===== src/rtl/mem_burst_ctrl.sv =====
// ---------------------------------------------------------------------------
// mem_burst_ctrl
//   Memory-side controller sitting behind the I/D-cache arbiter. A single
//   cache-line request (read or write) is turned into one address phase
//   followed by LINE_W/BUS_W data beats on the narrow bus. Completion of the
//   line is signalled by a one-cycle mem_data_valid pulse. Only one request
//   is in flight at a time; requests arriving while busy are ignored.
//
// Optional feature: define MEM_TIMEOUT_EN to enable a per-phase watchdog.
//   When enabled, TMO_CYC cycles without bus progress in REQ_ADDR, RD_DATA
//   or WR_DATA abort the transfer with mem_error qualifying the pulse.
//   When not defined, the controller waits indefinitely and mem_error is 0.
//
// Ports
//   clk, rst          clock (posedge) and synchronous active-high reset
//   mem_req           line request, sampled only while idle
//   mem_address       line address (offset bits dropped on the bus)
//   mem_wr_en         1 = write line, 0 = read line
//   mem_wdata         write line, captured with the request
//   mem_rdata         assembled read line (registered)
//   mem_data_valid    one-cycle completion pulse
//   mem_busy          controller not idle
//   mem_error         transfer aborted by watchdog (with mem_data_valid)
//   bus_reqcyc        address / write-beat valid
//   bus_req           aligned address or write beat
//   bus_req_wr        write flag accompanying bus_reqcyc
//   bus_reqack        bus accepted the current bus_req
//   bus_respcyc       read beat valid
//   bus_resp          read beat data
//   bus_respack       read beat accepted (combinational)
// ---------------------------------------------------------------------------
module mem_burst_ctrl #(
    parameter int ADDR_W  = 64,
    parameter int BUS_W   = 64,
    parameter int LINE_W  = 512,
    parameter int TMO_CYC = 1024
) (
    input  logic              clk,
    input  logic              rst,
    input  logic              mem_req,
    input  logic [ADDR_W-1:0] mem_address,
    input  logic              mem_wr_en,
    input  logic [LINE_W-1:0] mem_wdata,
    output logic [LINE_W-1:0] mem_rdata,
    output logic              mem_data_valid,
    output logic              mem_busy,
    output logic              mem_error,
    output logic              bus_reqcyc,
    output logic [BUS_W-1:0]  bus_req,
    output logic              bus_req_wr,
    input  logic              bus_reqack,
    input  logic              bus_respcyc,
    input  logic [BUS_W-1:0]  bus_resp,
    output logic              bus_respack
);

    localparam int BEATS = LINE_W / BUS_W;
    localparam int CNT_W = (BEATS > 1) ? $clog2(BEATS) : 1;
    localparam int OFF_W = $clog2(LINE_W / 8);
    localparam logic [CNT_W-1:0]  LAST_BEAT = CNT_W'(BEATS - 1);
    localparam logic [ADDR_W-1:0] ADDR_MASK = {{(ADDR_W - OFF_W){1'b1}}, {OFF_W{1'b0}}};

    typedef enum logic [2:0] {
        S_IDLE,
        S_REQ_ADDR,
        S_RD_DATA,
        S_WR_DATA,
        S_DONE
    } state_t;

    state_t             state_q,  state_d;
    logic [CNT_W-1:0]   cnt_q,    cnt_d;
    logic [CNT_W-1:0]   cnt_nxt;
    logic               wr_q,     wr_d;
    logic [LINE_W-1:0]  wdata_q,  wdata_d;
    logic [LINE_W-1:0]  rdata_q,  rdata_d;
    logic               valid_q,  valid_d;
    logic               error_q,  error_d;
    logic               reqcyc_q, reqcyc_d;
    logic [BUS_W-1:0]   req_q,    req_d;
    logic               req_wr_q, req_wr_d;
    logic               tmo_hit;

    assign cnt_nxt = cnt_q + 1'b1;

`ifdef MEM_TIMEOUT_EN
    localparam int TMO_W = $clog2(TMO_CYC + 1);

    logic [TMO_W-1:0] tmo_q, tmo_d;
    logic             in_xfer;
    logic             progress;

    assign in_xfer  = (state_q == S_REQ_ADDR) || (state_q == S_RD_DATA) ||
                      (state_q == S_WR_DATA);
    assign progress = (((state_q == S_REQ_ADDR) || (state_q == S_WR_DATA)) && bus_reqack) ||
                      ((state_q == S_RD_DATA) && bus_respcyc);

    // Held at zero while idle so it starts from zero on entering REQ_ADDR;
    // any ack or beat restarts the count. A cycle with progress never times out.
    always_comb begin
        tmo_d = tmo_q;
        if (state_q == S_IDLE) begin
            tmo_d = '0;
        end else if (in_xfer) begin
            tmo_d = progress ? '0 : tmo_q + 1'b1;
        end
    end

    assign tmo_hit = in_xfer && !progress && (tmo_q == TMO_W'(TMO_CYC - 1));
`else
    logic unused_tmo_cfg;

    assign unused_tmo_cfg = (TMO_CYC == 0);
    assign tmo_hit        = 1'b0;
`endif

    always_comb begin
        state_d  = state_q;
        cnt_d    = cnt_q;
        wr_d     = wr_q;
        wdata_d  = wdata_q;
        rdata_d  = rdata_q;
        valid_d  = 1'b0;
        error_d  = 1'b0;
        reqcyc_d = reqcyc_q;
        req_d    = req_q;
        req_wr_d = req_wr_q;

        case (state_q)
            S_IDLE: begin
                if (mem_req) begin
                    state_d  = S_REQ_ADDR;
                    cnt_d    = '0;
                    wr_d     = mem_wr_en;
                    wdata_d  = mem_wdata;
                    reqcyc_d = 1'b1;
                    req_d    = BUS_W'(mem_address & ADDR_MASK);
                    req_wr_d = mem_wr_en;
                end
            end

            S_REQ_ADDR: begin
                if (bus_reqack) begin
                    if (wr_q) begin
                        // Beat 0 goes out immediately behind the address.
                        state_d = S_WR_DATA;
                        req_d   = wdata_q[BUS_W-1:0];
                    end else begin
                        state_d  = S_RD_DATA;
                        reqcyc_d = 1'b0;
                        req_d    = '0;
                        req_wr_d = 1'b0;
                    end
                end else if (tmo_hit) begin
                    state_d  = S_DONE;
                    valid_d  = 1'b1;
                    error_d  = 1'b1;
                    reqcyc_d = 1'b0;
                    req_d    = '0;
                    req_wr_d = 1'b0;
                end
            end

            S_WR_DATA: begin
                if (bus_reqack) begin
                    cnt_d = cnt_nxt;
                    if (cnt_q == LAST_BEAT) begin
                        state_d  = S_DONE;
                        valid_d  = 1'b1;
                        reqcyc_d = 1'b0;
                        req_d    = '0;
                        req_wr_d = 1'b0;
                    end else begin
                        req_d = wdata_q[cnt_nxt*BUS_W +: BUS_W];
                    end
                end else if (tmo_hit) begin
                    state_d  = S_DONE;
                    valid_d  = 1'b1;
                    error_d  = 1'b1;
                    reqcyc_d = 1'b0;
                    req_d    = '0;
                    req_wr_d = 1'b0;
                end
            end

            S_RD_DATA: begin
                if (bus_respcyc) begin
                    rdata_d[cnt_q*BUS_W +: BUS_W] = bus_resp;
                    cnt_d = cnt_nxt;
                    if (cnt_q == LAST_BEAT) begin
                        state_d = S_DONE;
                        valid_d = 1'b1;
                    end
                end else if (tmo_hit) begin
                    state_d = S_DONE;
                    valid_d = 1'b1;
                    error_d = 1'b1;
                end
            end

            S_DONE: begin
                state_d = S_IDLE;
            end

            default: begin
                state_d = S_IDLE;
            end
        endcase
    end

    always_ff @(posedge clk) begin
        if (rst) begin
            state_q  <= S_IDLE;
            cnt_q    <= '0;
            rdata_q  <= '0;
            valid_q  <= 1'b0;
            error_q  <= 1'b0;
            reqcyc_q <= 1'b0;
            req_q    <= '0;
            req_wr_q <= 1'b0;
`ifdef MEM_TIMEOUT_EN
            tmo_q    <= '0;
`endif
        end else begin
            state_q  <= state_d;
            cnt_q    <= cnt_d;
            rdata_q  <= rdata_d;
            valid_q  <= valid_d;
            error_q  <= error_d;
            reqcyc_q <= reqcyc_d;
            req_q    <= req_d;
            req_wr_q <= req_wr_d;
`ifdef MEM_TIMEOUT_EN
            tmo_q    <= tmo_d;
`endif
        end
    end

    // Captured request payload; only meaningful while a write is in flight.
    always_ff @(posedge clk) begin
        wr_q    <= wr_d;
        wdata_q <= wdata_d;
    end

    assign mem_rdata      = rdata_q;
    assign mem_data_valid = valid_q;
    assign mem_busy       = (state_q != S_IDLE);
    assign mem_error      = error_q;
    assign bus_reqcyc     = reqcyc_q;
    assign bus_req        = req_q;
    assign bus_req_wr     = req_wr_q;
    assign bus_respack    = (state_q == S_RD_DATA) && bus_respcyc;

endmodule


===== config.mk =====
export PLATFORM = sky130hd
export DESIGN_NAME = mem_burst_ctrl
export DESIGN_NICKNAME = d
export VERILOG_FILES = /design/src/rtl/mem_burst_ctrl.sv
export SDC_FILE = /design/constraint.sdc
export NUM_CORES = 2
export LEC_CHECK = 0
export BUFFER_PORTS_ARGS = -buffer_cell sky130_fd_sc_hd__buf_4
export CAP_MARGIN = 25
export CELL_PAD_IN_SITES_DETAIL_PLACEMENT = 0
export CELL_PAD_IN_SITES_GLOBAL_PLACEMENT = 1
export CORE_AREA = 2 2 475 477
export DETAILED_ROUTE_END_ITERATION = 12
export DIE_AREA = 0 0 477 479
export GPL_TIMING_DRIVEN = 0
export PLACE_DENSITY_LB_ADDON = 0.1
export SYNTH_ARGS = -nofsm -noshare
export SYNTH_HDL_FRONTEND = slang
export SYNTH_SLANG_ARGS = --single-unit

===== constraint.sdc =====
create_clock -name clk -period 16.75 [get_ports clk]
set_clock_uncertainty 0.2 [all_clocks]
set_input_delay 0.8375 -clock clk [delete_from_list [all_inputs] [get_ports clk]]
set_output_delay 0.8375 -clock clk [all_outputs]
set_load 0.05 [all_outputs]

==> impl_metrics.ini <==
[status]
status = complete, no violations

[drt]
antenna_left = 0
vias = 36600
top_layer_used = met5
wl_per_cell_um = 30.8
wl_met2_um = 133000
met3WireLength_um = 19300
finalWirelength_um = 261000
drtPass1Iterations = 5
drt_iter0_drc = 2342
m1WireLength_um = 101000
avgViaCountPerCell = 4.32
drc = 0

[synthesis]
synth.area.mux_share = 0.0704
ys_seq_area_frac = 0.653
syn_area_um2 = 41500
synth_xor_area_frac = 0.000211
yosysTopAreaCell = edfxtp_1
synth_cells = 3476
synth-edff-count = 513
async_flop_share = 0
ys_types = 48
synth_fp_nets = 4127
synth_ff_type = dfxtp_1
ys_warn_count = 0
synth_area_leaders = edfxtp_1 (37%), dfxtp_1 (28%), mux4_2 (6.9%), a21oi_1 (6.2%), nand2_1 (5.2%)
yosys.area_share.simple = 0.128
synth_compound_area_frac = 0.0995
synth_top_family_by_area = simple AND/OR/NAND/NOR gates
synth_top_area_frac = 0.371
synth-adder-area-share = 0.00151
yosysMostFrequentCell = dfxtp_1
ys_seq_elements = 1098
syn_avg_cell_area_um2 = 11.9
synth_common_cells = dfxtp_1 (585), nand2_1 (578), a21oi_1 (516)

[critical_path]
required_ns = 17.26
cp_num_buf_inv = 5
crit_path_max_incr_delay_ns = 0.81
crit_slowest_cell = nor2_1
arrival_ns = 5.01
cp_cell_sequence = buf_2 -> buf_4 -> inv_1 -> ha_1 -> ha_1 -> nand2b_1 -> clkbuf_1 -> nor2_1 -> clkbuf_1 -> nand4_1 -> a21oi_1
critPathLaunchType = register
critical_path.top_delay_family = buffers and inverters
worstPathMaxFanout = 11
path_class = register to register
rr_worst_depth = 11
cp_num_cells = 11
worstSetupEndpointType = register

[floorplanning]
top_level_ports = 1228
fp.dieArea_um2 = 228000
die_width_um = 477
core.rowCount = 174
die_h_um = 479
core-area_um2 = 224000
initial_utilization = 0.186

[global_route]
grt_pass1_vias = 37700
grt_max_degree = 117
grt_use_total = 0.221
grt_overflow = 0
antenna_found_initial = 112
grt_pass1_wl_um = 345000

[hold_path]
holdPathStages = 1
hold_class = input pin to register

[sta]
final-setup-viol-count = 0
fin_setup_tns_ns = 0
fin_crit_ns = 4.50
hold_ws_ns = 0.0667
finalCritPeriodShare = 0.269
slew_headroom = 0.270
rsz0062_at_grt = false
hold_viol = 0
drv_slew = 0
worst_slew_pin_slew_ns = 1.09
max_freq_mhz = 222

[layout]
layout-drive-gt1-share = 0.314
area_delta_synth_final_pct = 55.1
fillerInstances = 23500
nNetsFinal = 5961

[cts]
cts.sinks = 1098
htree_levels = 4
cts_tree = done
cts.clk_slew.worst_paths_ns = 0.06
cts_setup_buffers = 0
cts_buffer_depth = 3
cts-resized-gates = 0
root_buffer = clkbuf_16
cts_made_buffers = 146
clkLatencyLatePin_ns = 0.82

[pwr]
vdd_drop_max_mv = 0.0974
cellPowerDensity_nw_per_um2 = 107
finalPower_w = 0.00690
p_leak_nw = 23.5

[placed_design]
gp_congestion = 0.803
hpwl_um = 203000
io_buffers = 1155

[job]
cap_violations = 0
## layout make-up
type                    instances  area, µm²  area share
clock inverters                52        561     0.00870
plain buffers                 375       1940      0.0301
repair buffers               1686      14300       0.222
well taps                    2992       3740      0.0581
multi-input cells            1996      12500       0.194
inverters                       7       26.3    0.000408
clock buffers                 217       4120      0.0640
flip-flops and latches       1098      27100       0.421
diodes                         51        128     0.00198
## report_power, final
| group | internal [W] | switching, W |
|---|---|---|
| clock | 0.00177 | 0.00136 |
| combinational | 0.000299 | 0.000460 |
| sequential | 0.00296 | 0.0000481 |
## metrics by stage
| step | area (µm²) | util | cells | setup slack [ns] |
|---|---|---|---|---|
| 5_1_grt | 64300 | 0.288 | 8454 | 11.81 |
| 4_1_cts | 64300 | 0.287 | 8422 | 12.11 |
| 6_report | 64400 | 0.288 | 8474 | 12.25 |
| 3_5_place_dp | 54600 | 0.244 | 7659 | 12.12 |
| 3_3_place_gp | 53900 | 0.241 | 7623 | 1.66 |
| 2_1_floorplan | 41500 | - | 3476 | 7.91 |
## cells in the final DEF (no fill, tap or decap), types with 7 or more instances in the layout
cell type,instances
buf_4,1211
dfxtp_1,585
nand2_1,578
a21oi_1,516
edfxtp_1,513
dlygate4sd3_1,494
clkbuf_1,256
nand3_1,247
nand4_1,200
clkbuf_16,146
mux4_2,128
buf_2,77
nor2_1,65
a22oi_1,64
a221oi_1,58
o31ai_1,57
diode_2,51
buf_6,30
buf_8,24
clkbuf_8,21
clkinv_2,19
clkinv_1,14
o21ai_0,10
buf_16,10
inv_1,7
## worst register-to-register path, delay by kind of cell (launching register included)
kind	cells	cell delay [ns]
AOI/OAI and AO/OA	1	0.19
adders and majority gates	2	0.62
buffers and inverters	5	1.78
DFF	1	0.39
and+or+nand+nor	3	1.26
## path summary, 6_finish.rpt
| check | start | endpoint | slack [ns] |
|---|---|---|---|
| worst max-delay path | cnt_q[0]$_SDFFE_PP0P_ | mem_rdata[329]$_SDFFE_PP0P_ | 12.25 |
| worst min-delay path | mem_wdata[77] | wdata_q[77]$_DFFE_PP_ | 0.07 |
| worst max register to register | cnt_q[0]$_SDFFE_PP0P_ | mem_rdata[329]$_SDFFE_PP0P_ | 12.25 |
| worst min register to register | mem_rdata[356]$_SDFFE_PP0P_ | mem_rdata[356]$_SDFFE_PP0P_ | 0.25 |
## flip-flops by register name, indices dropped and copies added (netlist names)
name / count
cnt_q: 3
mem_data_valid: 1
state_q: 3
bus_req_wr: 1
bus_req: 64
wr_q: 1
bus_reqcyc: 1
wdata_q: 512
mem_rdata: 512
## layer usage
metal  track usage  up-vias
li1              -    16600
met2         0.398     1351
met1         0.250    18200
met5             0        -
met3        0.0722      376
met4        0.0592       86
## repair_timing
item,CTS,global route
endpoints found under the setup margin,0,0
endpoints found under the hold margin,494,0
hold buffers,494,0
## logic make-up (layout without fill, tap and decap cells)
family / after synthesis / after routing
buffers and inverters: 382 / 2337
other: 1 / 52
XOR/XNOR: 1 / 1
multiplexers: 132 / 132
AO/OA/AOI/OAI: 716 / 716
AND/OR/NAND/NOR: 1141 / 1141
adder cells (fa/ha/maj): 5 / 5
flip-flops: 1098 / 1098
Note: power is estimated with default switching activity, not from simulation.
